==> config.mk <==
export PLATFORM = sky130hd
export DESIGN_NAME = riscv_fetch_stage
export DESIGN_NICKNAME = d
export VERILOG_FILES = /design/src/rtl/riscv_fetch_pkg.sv /design/src/rtl/riscv_fetch_buffer.sv /design/src/rtl/riscv_fetch_stage.sv
export SDC_FILE = /design/constraint.sdc
export NUM_CORES = 1
export LEC_CHECK = 0
export CORE_MARGIN = 2
export CORE_UTILIZATION = 40
export CTS_BUF_LIST = sky130_fd_sc_hd__clkbuf_4 sky130_fd_sc_hd__clkbuf_8 sky130_fd_sc_hd__clkbuf_16
export DETAILED_ROUTE_END_ITERATION = 10
export GPL_TIMING_DRIVEN = 1
export PLACE_DENSITY = 0.65
export SLEW_MARGIN = 20
export SYNTH_ARGS = -nofsm -noshare
export SYNTH_HDL_FRONTEND = slang
export SYNTH_SLANG_ARGS = --single-unit
==> constraint.sdc <==
create_clock -name clk -period 12.4 [get_ports clk]
set_input_delay 1.24 -clock clk [delete_from_list [all_inputs] [get_ports clk]]
set_output_delay 1.24 -clock clk [all_outputs]
set_load 0.01 [all_outputs]
==> src/rtl/riscv_fetch_pkg.sv <==
// riscv_fetch_pkg: shared constants, entry state type and group repacking for the fetch front end.
package riscv_fetch_pkg;
   localparam logic [31:0] INST_NOP      = 32'h0000_0013;
   localparam int          FETCH_GROUP_W = 64;

   typedef enum logic [1:0] {
      ST_EMPTY,
      ST_PENDING,
      ST_READY
   } entry_state_e;

   // A group fetched from an odd word address only carries one useful
   // instruction (the upper word); slot1 is padded with a NOP.
   function automatic logic [FETCH_GROUP_W-1:0] repack(input logic odd, input logic [FETCH_GROUP_W-1:0] data);
      return odd ? {INST_NOP, data[63:32]} : data;
   endfunction
endpackage

==> src/rtl/riscv_fetch_buffer.sv <==
// riscv_fetch_buffer: tagged in-order fetch FIFO with alloc/fill/read pointers and flush drop accounting.
//   i_alloc/i_alloc_pc/i_alloc_predict : new PENDING entry for an accepted memory request
//   i_resp_valid/i_resp_data           : in-order memory response
//   i_accept                           : decode pops the head group
//   i_flush                            : discard every entry, count outstanding responses to drop
//   o_can_alloc                        : room for another request (entries + drops < DEPTH)
//   o_valid/o_pc/o_inst/o_predict      : head group, outputs hold their last value when empty
module riscv_fetch_buffer
   import riscv_fetch_pkg::*;
#(
   parameter int DEPTH = 4
) (
   input  logic                     clk,
   input  logic                     rst,
   input  logic                     i_alloc,
   input  logic [31:0]              i_alloc_pc,
   input  logic                     i_alloc_predict,
   input  logic                     i_resp_valid,
   input  logic [FETCH_GROUP_W-1:0] i_resp_data,
   input  logic                     i_accept,
   input  logic                     i_flush,
   output logic                     o_can_alloc,
   output logic                     o_valid,
   output logic [31:0]              o_pc,
   output logic [FETCH_GROUP_W-1:0] o_inst,
   output logic                     o_predict
);
   localparam int          AW   = $clog2(DEPTH);
   localparam logic [AW:0] ONE  = (AW+1)'(1);
   localparam logic [AW:0] FULL = (AW+1)'(DEPTH);

   entry_state_e             r_state [DEPTH];
   logic [31:0]              r_pc    [DEPTH];
   logic                     r_pred  [DEPTH];
   logic                     r_odd   [DEPTH];
   logic [FETCH_GROUP_W-1:0] r_data  [DEPTH];
   logic [AW:0]              r_alloc_ptr;
   logic [AW:0]              r_fill_ptr;
   logic [AW:0]              r_rd_ptr;
   logic [AW:0]              r_drop_cnt;
   logic [31:0]              r_hold_pc;
   logic [FETCH_GROUP_W-1:0] r_hold_inst;
   logic                     r_hold_pred;

   logic [AW-1:0] w_alloc_idx;
   logic [AW-1:0] w_fill_idx;
   logic [AW-1:0] w_rd_idx;
   logic [AW:0]   w_entries;
   logic [AW:0]   w_pending;
   logic [AW:0]   w_outstanding;
   logic          w_fill;
   logic          w_drop;
   logic          w_pop;

   // Pointers carry one extra wrap bit so full and empty are distinguishable.
   assign w_alloc_idx   = r_alloc_ptr[AW-1:0];
   assign w_fill_idx    = r_fill_ptr[AW-1:0];
   assign w_rd_idx      = r_rd_ptr[AW-1:0];
   assign w_entries     = r_alloc_ptr - r_rd_ptr;
   assign w_pending     = r_alloc_ptr - r_fill_ptr;
   assign w_outstanding = w_pending + r_drop_cnt;

   // Responses still owed to flushed entries occupy capacity so drop_cnt stays bounded.
   assign o_can_alloc = (w_entries + r_drop_cnt) < FULL;

   assign w_drop = i_resp_valid && (r_drop_cnt != '0);
   assign w_fill = i_resp_valid && (r_drop_cnt == '0) && (w_pending != '0) && !i_flush;

   assign o_valid   = r_state[w_rd_idx] == ST_READY;
   assign w_pop     = o_valid && i_accept && !i_flush;
   assign o_pc      = o_valid ? r_pc[w_rd_idx] : r_hold_pc;
   assign o_inst    = o_valid ? repack(r_odd[w_rd_idx], r_data[w_rd_idx]) : r_hold_inst;
   assign o_predict = o_valid ? r_pred[w_rd_idx] : r_hold_pred;

   always_ff @(posedge clk or posedge rst) begin
      if (rst) begin
         r_alloc_ptr <= '0;
         r_fill_ptr  <= '0;
         r_rd_ptr    <= '0;
         r_drop_cnt  <= '0;
         r_hold_pc   <= '0;
         r_hold_inst <= '0;
         r_hold_pred <= 1'b0;
         for (int i = 0; i < DEPTH; i++) r_state[i] <= ST_EMPTY;
      end else begin
         r_hold_pc   <= o_pc;
         r_hold_inst <= o_inst;
         r_hold_pred <= o_predict;
         if (i_flush) begin
            r_alloc_ptr <= '0;
            r_fill_ptr  <= '0;
            r_rd_ptr    <= '0;
            // A response arriving now belongs to the oldest outstanding request and is consumed here.
            r_drop_cnt  <= w_outstanding - ((i_resp_valid && (w_outstanding != '0)) ? ONE : '0);
            for (int i = 0; i < DEPTH; i++) r_state[i] <= ST_EMPTY;
         end else begin
            if (i_alloc) begin
               r_alloc_ptr          <= r_alloc_ptr + ONE;
               r_state[w_alloc_idx] <= ST_PENDING;
            end
            if (w_fill) begin
               r_fill_ptr          <= r_fill_ptr + ONE;
               r_state[w_fill_idx] <= ST_READY;
            end
            if (w_pop) begin
               r_rd_ptr          <= r_rd_ptr + ONE;
               r_state[w_rd_idx] <= ST_EMPTY;
            end
            if (w_drop) r_drop_cnt <= r_drop_cnt - ONE;
         end
      end
   end

   // Payload needs no reset: it is only observed through READY state.
   always_ff @(posedge clk) begin
      if (i_alloc && !i_flush) begin
         r_pc[w_alloc_idx]   <= i_alloc_pc;
         r_pred[w_alloc_idx] <= i_alloc_predict;
         r_odd[w_alloc_idx]  <= i_alloc_pc[2];
      end
      if (w_fill) r_data[w_fill_idx] <= i_resp_data;
   end
endmodule

==> src/rtl/riscv_fetch_stage.sv <==
// riscv_fetch_stage: program counter, next-pc selection and request gating of the dual-issue front end.
//   imem_req_*    : 64-bit aligned group requests to instruction memory
//   imem_resp_*   : in-order responses, never back-pressured
//   bp_*          : same-cycle branch predictor lookup on the current pc
//   branch_*      : back-end redirect, flushes every buffered and in-flight group
//   fetch_*       : head group toward decode, popped on fetch_valid & fetch_result_been_accepted
module riscv_fetch_stage
   import riscv_fetch_pkg::*;
#(
   parameter logic [31:0] RESET_PC   = 32'h0000_0000,
   parameter int          FIFO_DEPTH = 4
) (
   input  logic                     clk,
   input  logic                     rst,
   output logic                     imem_req_valid,
   input  logic                     imem_req_ready,
   output logic [31:0]              imem_req_addr,
   input  logic                     imem_resp_valid,
   input  logic [FETCH_GROUP_W-1:0] imem_resp_data,
   output logic [31:0]              bp_lookup_pc,
   input  logic                     bp_taken,
   input  logic [31:0]              bp_target,
   input  logic                     branch_occur,
   input  logic [31:0]              branch_target,
   output logic                     fetch_valid,
   output logic [31:0]              fetch_pc,
   output logic [FETCH_GROUP_W-1:0] fetch_inst,
   output logic                     fetch_predict_valid,
   input  logic                     fetch_result_been_accepted
);
   logic [31:0] r_pc;
   logic [31:0] w_next_pc;
   logic        w_can_alloc;
   logic        w_req_fire;

   assign imem_req_valid = !rst && !branch_occur && w_can_alloc;
   assign imem_req_addr  = {r_pc[31:3], 3'b000};
   assign bp_lookup_pc   = r_pc;
   assign w_req_fire     = imem_req_valid && imem_req_ready;

   // An odd pc fetches only its own word, so it advances by one instruction.
   always_comb w_next_pc = branch_occur ? branch_target :
                           !w_req_fire  ? r_pc :
                           bp_taken     ? bp_target :
                           r_pc + (r_pc[2] ? 32'd4 : 32'd8);

   always_ff @(posedge clk or posedge rst) begin
      if (rst) r_pc <= RESET_PC;
      else     r_pc <= w_next_pc;
   end

   riscv_fetch_buffer #(
      .DEPTH(FIFO_DEPTH)
   ) u_buf (
      .clk             (clk),
      .rst             (rst),
      .i_alloc         (w_req_fire),
      .i_alloc_pc      (r_pc),
      .i_alloc_predict (bp_taken),
      .i_resp_valid    (imem_resp_valid),
      .i_resp_data     (imem_resp_data),
      .i_accept        (fetch_result_been_accepted),
      .i_flush         (branch_occur),
      .o_can_alloc     (w_can_alloc),
      .o_valid         (fetch_valid),
      .o_pc            (fetch_pc),
      .o_inst          (fetch_inst),
      .o_predict       (fetch_predict_valid)
   );
endmodule

==> results by group, run 1 <==
Route
  – Iter 0 DRT Violations: 919
  – Wirelength per Cell: 21.6 um
  – Final WL: about 53 mm
  – Detail Route Antenna Nets: 0
  – Vias per cell: roughly 5.4
  – Router iterations before antenna repair: 5
  – Final routed DRC violation total: 0
  – Total number of vias: 13,100

Setup path
  – Worst Reg-to-Reg Cells: 7
  – FF-to-FF Start: u_buf.r_rd_ptr[1]$_DFFE_PP0P_
  – Critical setup path kind: reg2out
  – Critical path buffers and inverters: 3
  – Most frequent cell on the critical path: buf_4
  – Worst path required time: 11.16 ns
  – Crit path max-delay family: buffers and inverters
  – Crit start category: register
  – CP max stage delay: approximately 0.89 ns
  – FF-to-FF End: u_buf.r_state[7]$_DFF_PP0_
  – CP Capture Type: output pin
  – Slowest stage cell on the critical path: dfrtp_4
  – R2r setup slk: between 8 and 9 ns
  – Top fanout value on the critical path: 42
  – CP arrival: about 4.6 ns
  – Crit path cell chain: buf_4 -> buf_4 -> mux4_2 -> mux2i_1 -> o21ai_0 -> clkdlybuf4s50_1

Placed design
  – GP Congestion: 0.800
  – Dpl ws: 7.02 ns
  – HPWL after DPL: about 32 mm
  – IO Port Bufs: about 300

STA
  – Final setup TNS: 0 ns
  – Hold violation count in the final report: 0
  – Max frequency: 172 MHz
  – Rel. slew slack: 31.5%
  – Hold slack: roughly 0.47 ns
  – RSZ-0062 raised after global routing: no
  – Minimum clock period: ~5.8 ns
  – Worst slew pin tran: 1.03 ns
  – # setup viols final: 0
  – Worst Skew: ~0.037 ns
  – Worst setup margin: about 6.6 ns
  – Fin. max-slew vios: 0
  – Final period util: a little under half

Hold path
  – Min-Delay Path Depth: 2
  – Hold Startpoint: u_buf.r_hold_pc[15]$_DFF_PP0_
  – Worst min path class: reg2reg
  – Min-Delay Endpoint: u_buf.r_hold_pc[15]$_DFF_PP0_

Clock tree
  – Clock Path Buffers: 3
  – Clock-pin slew on the worst setup and hold paths: around 0.060 ns
  – Root Driver: clkbuf_16
  – CTS Sinks: around 540
  – Hold-fix buffers, CTS: 0
  – Worst-Skew Late Latency: slightly above 0.6 ns
  – TritonCTS clock tree: done
  – Cts bufs inserted: 56
  – CTS HTree Levels: 2
  – CTS resizes: 0
  – Setup bufs post-CTS: 0

Global routing
  – GRT Overall Usage: a little under a fifth
  – Largest net degree at the start of global routing: 94
  – First-pass GRT wire length: between 80 and 90 mm
  – Grt ovf: 0
  – Vias in the first global route: ~14,000
  – Antenna violations before repair: 8

Power
  – Sw Share: between 20 and 30%
  – Part of the power in registers: a little under half
  – Peak VDD IR: between 0.1 and 0.15 mV
  – P_int: ~0.0038 W
  – Power share of the clock group: about a third
  – Comb power frac: roughly 22%
  – Psw: around 0.0014 W
  – Leak Pwr: a little under 10 nW
  – P per Cell Area: 190 mW/mm^2

Synth
  – Synth area leaders: edfxtp_1, dfrtp_1, mux4_2
  – Avg Inst Size Synth: approximately 16 um^2
  – Biggest area consumer among synthesized cells: edfxtp_1
  – Simple-gate share of the synthesized area: between 6 and 7%
  – Ys flop type: edfxtp_1
  – Post-synth EDFFs: 388
  – Syn Std Cell Area: about 0.022 mm^2
  – Area fraction in compound gates after synthesis: under 10%
  – Post-Synth XOR/XNOR Area: less than 1%
  – Synth Warn #: 0
  – Main combinational cell family by area after synthesis: multiplexers
  – Distinct cells, synth: 66
  – Ys async rst share: roughly 28%
  – Synth top area share: 52.9%
  – Post-synthesis mux area share: 11.6%
  – Synth Register Bits: about 540
  – Syn Inst Count: between 1,000 and 1,500
  – Adder and majority gate portion of the synthesized area: between 1.5 and 2%
  – Sequential area share after synthesis: 69.9%

Status
  – Status: completed

Cells and area
  – Layout net count: 1,843
  – Register area: ~0.015 mm^2
  – Fill cells: approximately 4,500
  – Share of post-route cells with drive strength above 1: a little over an eighth
  – Area growth, synth to finish: 24.4%
  – Area of the multi-input gates: between 0.006 and 0.007 mm^2

Floorplanning
  – Die Height: 239 um
  – Rows: 85
  – Core box area: approximately 0.054 mm^2
  – Initial Utilization: about two fifths
  – Die width: ~240 um
  – Total die area: between 0.05 and 0.06 mm^2
  – Ports: 298

Flow run
  – MaxCap Viol Count: 0
[flip-flops by register name, summed over array words and instances (netlist names)]
register,cells
u_buf.r_state,8
u_buf.r_data,256
u_buf.r_drop_cnt,3
u_buf.r_rd_ptr,3
u_buf.r_hold_pred,1
u_buf.r_pc,128
u_buf.r_hold_pc,32
u_buf.r_hold_inst,64
u_buf.r_pred,4
u_buf.r_alloc_ptr,3
bp_lookup_pc,32
u_buf.r_fill_ptr,3
[area by class of cell]
cell class | instances | share of cell area (%)
inverter | 31 | 0.443
timing repair buffer | 313 | 11.3
clock buffer | 67 | 5.51
tap | 696 | 3.18
clock inverter | 39 | 1.37
antenna | 3 | 0.0274
sequential | 537 | 56.2
multi-input combinational | 744 | 22.0
[worst reg2reg max path: stages, from the launching register on]
cell	delay (ns)
dfrtp_4	0.90
inv_1	0.22
a221o_1	0.36
nand2_4	0.75
inv_2	0.66
and2_1	0.46
a21oi_1	0.24
a21boi_1	0.21
[cells by family (layout without fill, tap and decap cells)]
family | count (synthesis) | in the layout
AOI/OAI and AO/OA | 224 | 224
muxes | 135 | 135
xor gates and xnor gates | 15 | 15
other | 1 | 6
adders and majority gates | 25 | 25
and+or+nand+nor | 342 | 342
buffers and inverters | 138 | 450
DFF | 537 | 537
[power by group through the flow]
stage	Clock (W)	Combinational [W]	Sequential, W
floorplan	0	0.000566	0.00233
global placement	0	0.00115	0.00238
detailed placement	0	0.00116	0.00239
CTS	0.00174	0.00117	0.00235
global route	0.00180	0.00125	0.00238
finish	0.00170	0.00116	0.00235
[through the flow]
stage	instance area (um^2)	power, W	cells	util (%)
floorplan	22000	0.00290	1419	-
global placement	25500	0.00353	2321	47.1
detailed placement	25500	0.00355	2321	47.1
CTS	27400	0.00526	2427	50.6
global route	27400	0.00544	2428	50.6
finish	27400	0.00521	2430	50.6
[layer usage]
metal  track usage [%]  vias to the layer above  wire length (um)
met5                 0                        -                76
met4              6.21                       12              1420
met3              3.86                       91              3110
met2              31.0                      396             25800
met1              24.0                     6650             22100
li1                  -                     5911                 -
[cell usage in the layout, fill, tap and decap left out, types with 6 or more instances in the layout]
master,n
o22ai_1,7
a22oi_1,11
a31oi_1,9
xnor2_1,10
mux2i_1,34
nand2_1,229
nor4_1,6
clkinv_1,15
inv_1,26
clkinv_2,11
ha_1,22
buf_4,18
nand3_1,17
and3_1,10
a21oi_1,29
a222oi_1,6
nor3_1,13
o2bb2ai_1,9
clkdlybuf4s50_1,293
clkbuf_4,7
edfxtp_1,388
clkbuf_16,56
nand4_1,7
a22o_1,8
bufinv_16,6
nor2_1,33
dfrtp_1,147
mux4_2,96
o21ai_0,93
[synth_stat cells (9+ instances only)]
| library cell | number |
|---|---|
| edfxtp_1 | 388 |
| nand2_1 | 230 |
| dfrtp_1 | 149 |
| mux4_2 | 96 |
| o21ai_0 | 94 |
| clkbuf_1 | 43 |
| nor2_1 | 38 |
| buf_4 | 35 |
| mux2i_1 | 34 |
| inv_1 | 30 |
| a21oi_1 | 29 |
| ha_1 | 22 |
| nand3_1 | 17 |
| buf_2 | 15 |
| buf_1 | 13 |
| nor3_1 | 13 |
| a22oi_1 | 11 |
| and3_1 | 10 |
| xnor2_1 | 10 |
| a31oi_1 | 9 |
| o2bb2ai_1 | 9 |
[how the worst max path moves through the flow]
stage,start,endpoint,slack [ns],cells after the start
2_1_floorplan,rst,bp_lookup_pc[0]$_DFFE_PP0P_,7.15,1
3_3_place_gp,u_buf.r_rd_ptr[0]$_DFFE_PP0P_,fetch_inst[29],7.07,6
3_5_place_dp,u_buf.r_rd_ptr[0]$_DFFE_PP0P_,fetch_inst[29],7.02,6
4_1_cts,u_buf.r_rd_ptr[0]$_DFFE_PP0P_,fetch_inst[29],6.35,6
5_1_grt,u_buf.r_rd_ptr[0]$_DFFE_PP0P_,fetch_inst[62],6.17,6
6_report,u_buf.r_rd_ptr[0]$_DFFE_PP0P_,fetch_inst[29],6.57,6
Note: power is estimated with default switching activity, not from simulation.
==> inputs of run 2 (changes only) <==
--- a/config.mk
+++ b/config.mk
@@ -10,7 +10,7 @@
 export CTS_BUF_LIST = sky130_fd_sc_hd__clkbuf_4 sky130_fd_sc_hd__clkbuf_8 sky130_fd_sc_hd__clkbuf_16
 export DETAILED_ROUTE_END_ITERATION = 10
 export GPL_TIMING_DRIVEN = 1
-export PLACE_DENSITY = 0.65
+export PLACE_DENSITY = 0.68
 export SLEW_MARGIN = 20
 export SYNTH_ARGS = -nofsm -noshare
 export SYNTH_HDL_FRONTEND = slang
==> constraint.sdc (replaced) <==
create_clock -name clk -period 5.3 [get_ports clk]
set_input_delay 0.53 -clock clk [delete_from_list [all_inputs] [get_ports clk]]
set_output_delay 0.53 -clock clk [all_outputs]
set_load 0.01 [all_outputs]
==> results by group, run 2 (synthesis results as in run 1) <==
Floorplanning
  – Rows: 85
  – Initial Utilization: just over 40%
  – Die width: 239 um
  – Core box area: between 0.05 and 0.06 mm^2
  – Ports: about 300
  – Total die area: between 0.05 and 0.06 mm^2
  – Die Height: approximately 240 um

Clock tree
  – CTS resizes: 0
  – Hold-fix buffers, CTS: 0
  – Root Driver: clkbuf_16
  – CTS Sinks: ~540
  – CTS HTree Levels: 2
  – TritonCTS clock tree: done
  – Worst-Skew Late Latency: 0.64 ns
  – Clock Path Buffers: 3
  – Setup bufs post-CTS: 0
  – Clock-pin slew on the worst setup and hold paths: ~0.060 ns
  – Cts bufs inserted: 55

STA
  – Final setup TNS: 0 ns
  – # setup viols final: 0
  – Max frequency: roughly 230 MHz
  – Minimum clock period: around 4.4 ns
  – Hold violation count in the final report: 0
  – Worst Skew: approximately 0.06 ns
  – Final period util: 83.2%
  – Fin. max-slew vios: 0
  – Worst setup margin: 0.888 ns
  – Rel. slew slack: about two fifths
  – Worst slew pin tran: 0.863 ns
  – RSZ-0062 raised after global routing: no

Cells and area
  – Ant diodes: 0
  – Most flop-heavy register: u_buf.r_data
  – Layout net count: about 1,800
  – Top Registers: u_buf.r_data (256), u_buf.r_pc (128), u_buf.r_hold_inst (64)
  – Most frequent cells in the layout: edfxtp_1, clkdlybuf4s50_1, nand2_1
  – Area growth, synth to finish: 25.2%
  – Max reg flops: 256
  – Util after Layout: 50.9%
  – Most common cell after layout, fill and taps aside: edfxtp_1
  – Share of post-route cells with drive strength above 1: 14.1%

Route
  – Router iterations before antenna repair: 5
  – Final WL: 51.5 mm
  – Vias per cell: 5.39
  – Iter 0 DRT Violations: around 870
  – Total number of vias: 13,100
  – Detail Route Antenna Nets: 0
  – Final routed DRC violation total: 0
  – Wirelength per Cell: 21.2 um

Flow run
  – MaxCap Viol Count: 0

Setup path
  – FF-to-FF Start: u_buf.r_rd_ptr[1]$_DFFE_PP0P_
  – FF-to-FF End: u_buf.r_pc[1][29]$_DFFE_PP_
  – Crit path max-delay family: buffers and inverters
  – CP Capture Type: output pin
  – Crit start category: register
  – CP max stage delay: 0.76 ns
  – Worst path required time: roughly 4.8 ns
  – Worst Reg-to-Reg Cells: 8
  – Top fanout value on the critical path: 28
  – Critical setup path kind: reg2out
  – R2r setup slk: between 1.5 and 2 ns
  – Critical path buffers and inverters: 2
  – Slowest stage cell on the critical path: dfrtp_4
  – Crit path cell chain: mux2_2 -> o21ai_4 -> buf_4 -> mux2i_1 -> o21ai_0 -> clkdlybuf4s50_1
  – CP arrival: about 3.9 ns

Power
  – Peak VDD IR: between 0.2 and 0.3 mV
  – P per Cell Area: approximately 450 mW/mm^2
  – Final total power: about 0.012 W
  – Leak Pwr: a little under 10 nW

Placed design
  – Dpl ws: between 1.5 and 2 ns
  – IO Port Bufs: approximately 290
  – GP Congestion: just over 0.8
  – HPWL after DPL: about 33 mm

Global routing
  – GRT Overall Usage: 18.0%
  – Vias in the first global route: between 10,000 and 15,000
  – Grt ovf: 0
  – First-pass GRT wire length: about 80 mm
  – Largest net degree at the start of global routing: ~160
  – Antenna violations before repair: 2

Status
  – Status: completed

Hold path
  – Min-Delay Endpoint: bp_lookup_pc[4]$_DFFE_PP0P_
  – Hold Startpoint: branch_target[4]
  – Worst min path class: in2reg
  – Min-Delay Path Depth: 2
run 2: per-layer routing:
| layer | vias up | wire length (um) | share of wire [%] | track usage (%) |
|---|---|---|---|---|
| met4 | 4 | 1560 | 3.0 | 6.78 |
| li1 | 5919 | - | - | - |
| met5 | - | 27 | 0.052 | 0 |
| met3 | 100 | 3060 | 5.9 | 3.41 |
| met1 | 6634 | 21700 | 42 | 23.7 |
| met2 | 426 | 25100 | 49 | 29.9 |
run 2: through the flow:
step,hold slack [ns],instance area [um^2],cells
4_1_cts,0.435,27500,2429
2_1_floorplan,0.496,22000,1419
3_5_place_dp,0.461,25600,2325
6_report,0.475,27500,2429
5_1_grt,0.456,27500,2429
3_3_place_gp,0.456,25600,2325
run 2: cell type report:
class	count	area, um^2
Clock buffer	69	1500
Clock inverter	35	455
Fill cell	4438	26600
Inverter	31	121
Multi-Input combinational cell	744	6020
Sequential cell	537	15400
Tap cell	696	871
Timing Repair Buffer	317	3190
run 2: where the power goes:
part	internal, W	switching (W)
sequential	0.00510	0.000415
combinational	0.00138	0.00132
clock	0.00242	0.00168
total	0.00891	0.00341
run 2: worst max-delay path by stage:
stage,cells after the start,from,slack [ns],to
after global placement,6,u_buf.r_rd_ptr[0]$_DFFE_PP0P_,1.60,fetch_inst[1]
after floorplan,8,u_buf.r_alloc_ptr[0]$_DFFE_PP0P_,0.06,u_buf.r_data[3][0]$_DFFE_PP_
after detailed placement,6,u_buf.r_rd_ptr[0]$_DFFE_PP0P_,1.52,fetch_inst[3]
after CTS,6,u_buf.r_rd_ptr[0]$_DFFE_PP0P_,0.83,fetch_inst[3]
final,6,u_buf.r_rd_ptr[0]$_DFFE_PP0P_,0.89,fetch_inst[3]
after global routing,6,u_buf.r_rd_ptr[0]$_DFFE_PP0P_,0.72,fetch_inst[3]
==> inputs of run 3 (changes only) <==
--- a/config.mk
+++ b/config.mk
@@ -10,7 +10,7 @@
 export CTS_BUF_LIST = sky130_fd_sc_hd__clkbuf_4 sky130_fd_sc_hd__clkbuf_8 sky130_fd_sc_hd__clkbuf_16
 export DETAILED_ROUTE_END_ITERATION = 10
 export GPL_TIMING_DRIVEN = 1
-export PLACE_DENSITY = 0.68
+export PLACE_DENSITY = 0.65
 export SLEW_MARGIN = 20
 export SYNTH_ARGS = -nofsm -noshare
 export SYNTH_HDL_FRONTEND = slang
==> constraint.sdc (replaced) <==
create_clock -name clk -period 4.2 [get_ports clk]
set_input_delay 0.42 -clock clk [delete_from_list [all_inputs] [get_ports clk]]
set_output_delay 0.42 -clock clk [all_outputs]
set_load 0.01 [all_outputs]
==> results by group, run 3 (synthesis results as in run 1) <==
Setup path
  – Critical setup path kind: reg2out
  – R2r setup slk: around 0.84 ns
  – FF-to-FF End: u_buf.r_data[0][34]$_DFFE_PP_
  – Crit path max-delay family: buffers and inverters
  – Worst path depth: 6
  – Top fanout value on the critical path: 39
  – Worst path required time: 3.78 ns
  – Critical path buffers and inverters: 2
  – CP arrival: roughly 3.5 ns
  – CP Capture Type: output pin
  – Slowest stage cell on the critical path: dfrtp_4
  – FF-to-FF Start: u_buf.r_alloc_ptr[0]$_DFFE_PP0P_
  – Crit start category: register
  – Crit path cell chain: mux2_2 -> o21ai_4 -> buf_12 -> mux2i_1 -> o21ai_0 -> clkdlybuf4s50_1
  – CP max stage delay: 0.78 ns
  – Worst Reg-to-Reg Cells: 9

Clock tree
  – CTS HTree Levels: 2
  – Cts bufs inserted: 54
  – Clock Path Buffers: 3
  – Root Driver: clkbuf_16
  – TritonCTS clock tree: done
  – CTS Sinks: between 500 and 600
  – Clock-pin slew on the worst setup and hold paths: ~0.070 ns
  – Worst-Skew Late Latency: just under 0.6 ns
  – Hold-fix buffers, CTS: 0
  – Setup bufs post-CTS: 0

STA
  – Worst Skew: a little over 0.03 ns
  – RSZ-0062 raised after global routing: no
  – Max frequency: between 200 and 300 MHz
  – Rel. slew slack: between 30% and 40%
  – Final period util: about 92%
  – Final setup TNS: 0 ns
  – # setup viols final: 0
  – Hold violation count in the final report: 0
  – Fin. max-slew vios: 0
  – Worst slew pin tran: around 0.97 ns
  – Minimum clock period: just under 4 ns

Cells and area
  – Layout net count: 1,853
  – Max reg flops: roughly 260
  – Util after Layout: between 50 and 60%
  – Area growth, synth to finish: 25.7%
  – Most flop-heavy register: u_buf.r_data
  – Top Registers: u_buf.r_data (256), u_buf.r_pc (128), u_buf.r_hold_inst (64)
  – Most common cell after layout, fill and taps aside: edfxtp_1
  – Most frequent cells in the layout: edfxtp_1, clkdlybuf4s50_1, nand2_1
  – Design Area, Final: roughly 0.028 mm^2
  – Share of post-route cells with drive strength above 1: between 10 and 15%

Route
  – Detail Route Antenna Nets: 0
  – Wirelength per Cell: 21.5 um
  – Final routed DRC violation total: 0
  – Final WL: about 52 mm
  – Total number of vias: 13,100
  – Router iterations before antenna repair: 6
  – Iter 0 DRT Violations: about 900
  – Vias per cell: about 5.4

Hold path
  – Min-Delay Path Depth: 3
  – Hold Startpoint: branch_target[3]
  – Min-Delay Endpoint: bp_lookup_pc[3]$_DFFE_PP0P_
  – Worst min path class: in2reg

Placed design
  – Post-Place Cell Area: between 0.02 and 0.03 mm^2
  – IO Port Bufs: between 200 and 300
  – HPWL after DPL: ~34 mm
  – GP Congestion: 0.832

Global routing
  – Grt ovf: 0
  – Antenna violations before repair: 4
  – First-pass GRT wire length: roughly 80 mm
  – Largest net degree at the start of global routing: 150
  – Vias in the first global route: 13,500
  – GRT Overall Usage: 18.4%

Floorplanning
  – Total die area: about 0.057 mm^2
  – Initial Utilization: 40.6%
  – Core box area: between 0.05 and 0.06 mm^2
  – Rows: 85
  – Die width: ~240 um
  – Ports: 298
  – Die Height: around 240 um

Power
  – P per Cell Area: around 560 mW/mm^2
  – Peak VDD IR: ~0.35 mV
  – Leak Pwr: a little under 10 nW

Status
  – Status: completed

Flow run
  – MaxCap Viol Count: 0
==> run 3: changes by cell type in the layout (fill, tap and decap cells not counted), moves of 2 or more <==
cell	before	now
clkinv_2	9	6
buf_12	6	17
clkinvlp_4	8	5
buf_4	17	12
clkbuf_8	3	5
clkinv_1	4	9
diode_2	0	2
==> run 3: layout make-up <==
cell class	instances	area, um^2
Multi-Input combinational cell	744	6020
Sequential cell	537	15400
Clock buffer	72	1540
Antenna cell	2	5.00
Inverter	31	120
Clock inverter	28	322
Timing Repair Buffer	325	3410
Fill cell	4453	26500
Tap cell	696	871
==> run 3: worst reg2reg max path: cells and delay by family (launching register included) <==
kind / cells / cell delay [ns]
buffers and inverters: 4 / 0.92
XOR/XNOR: 1 / 0.41
AO/OA/AOI/OAI: 1 / 0.52
adder cells (fa/ha/maj): 2 / 0.52
flip-flops: 1 / 0.42
AND/OR/NAND/NOR: 1 / 0.26
==> run 3: per-layer routing <==
layer,track usage [%],share of wire (%),up-vias
li1,-,-,5946
met1,24.6,42,6620
met2,30.8,50,447
met3,3.78,6.5,69
met4,5.23,1.8,8
met5,0,0.092,-
==> run 3: stage by stage <==
step                cells  hold WS [ns]  power, W  worst slack, ns
floorplan            1419         0.496   0.00856           0.0245
global placement     2332         0.458    0.0104            0.826
detailed placement   2333         0.458    0.0105            0.803
CTS                  2433         0.385    0.0155            0.160
global route         2433         0.417    0.0161            0.115
finish               2435         0.417    0.0154            0.322
==> run 3: how the worst max path moves through the flow <==
stage,endpoint,start,slack [ns]
floorplan,u_buf.r_data[3][0]$_DFFE_PP_,u_buf.r_alloc_ptr[0]$_DFFE_PP0P_,0.02
global placement,fetch_inst[28],u_buf.r_rd_ptr[0]$_DFFE_PP0P_,0.83
detailed placement,fetch_inst[28],u_buf.r_rd_ptr[0]$_DFFE_PP0P_,0.80
CTS,fetch_inst[28],u_buf.r_rd_ptr[0]$_DFFE_PP0P_,0.16
global route,fetch_inst[30],u_buf.r_rd_ptr[0]$_DFFE_PP0P_,0.12
finish,fetch_inst[26],u_buf.r_rd_ptr[0]$_DFFE_PP0P_,0.32
==> run 3: repair_timing <==
item                                    4_1_cts  5_1_grt
hold endpoints to repair                      0        0
endpoints found under the setup margin        0        2
resized for setup                             0        1
==> run 3: power breakdown <==
part           internal (W)  switching [W]  total (W)
clock               0.00299        0.00198    0.00497
combinational       0.00178        0.00167    0.00345
sequential          0.00644       0.000519    0.00696
total                0.0112        0.00417     0.0154
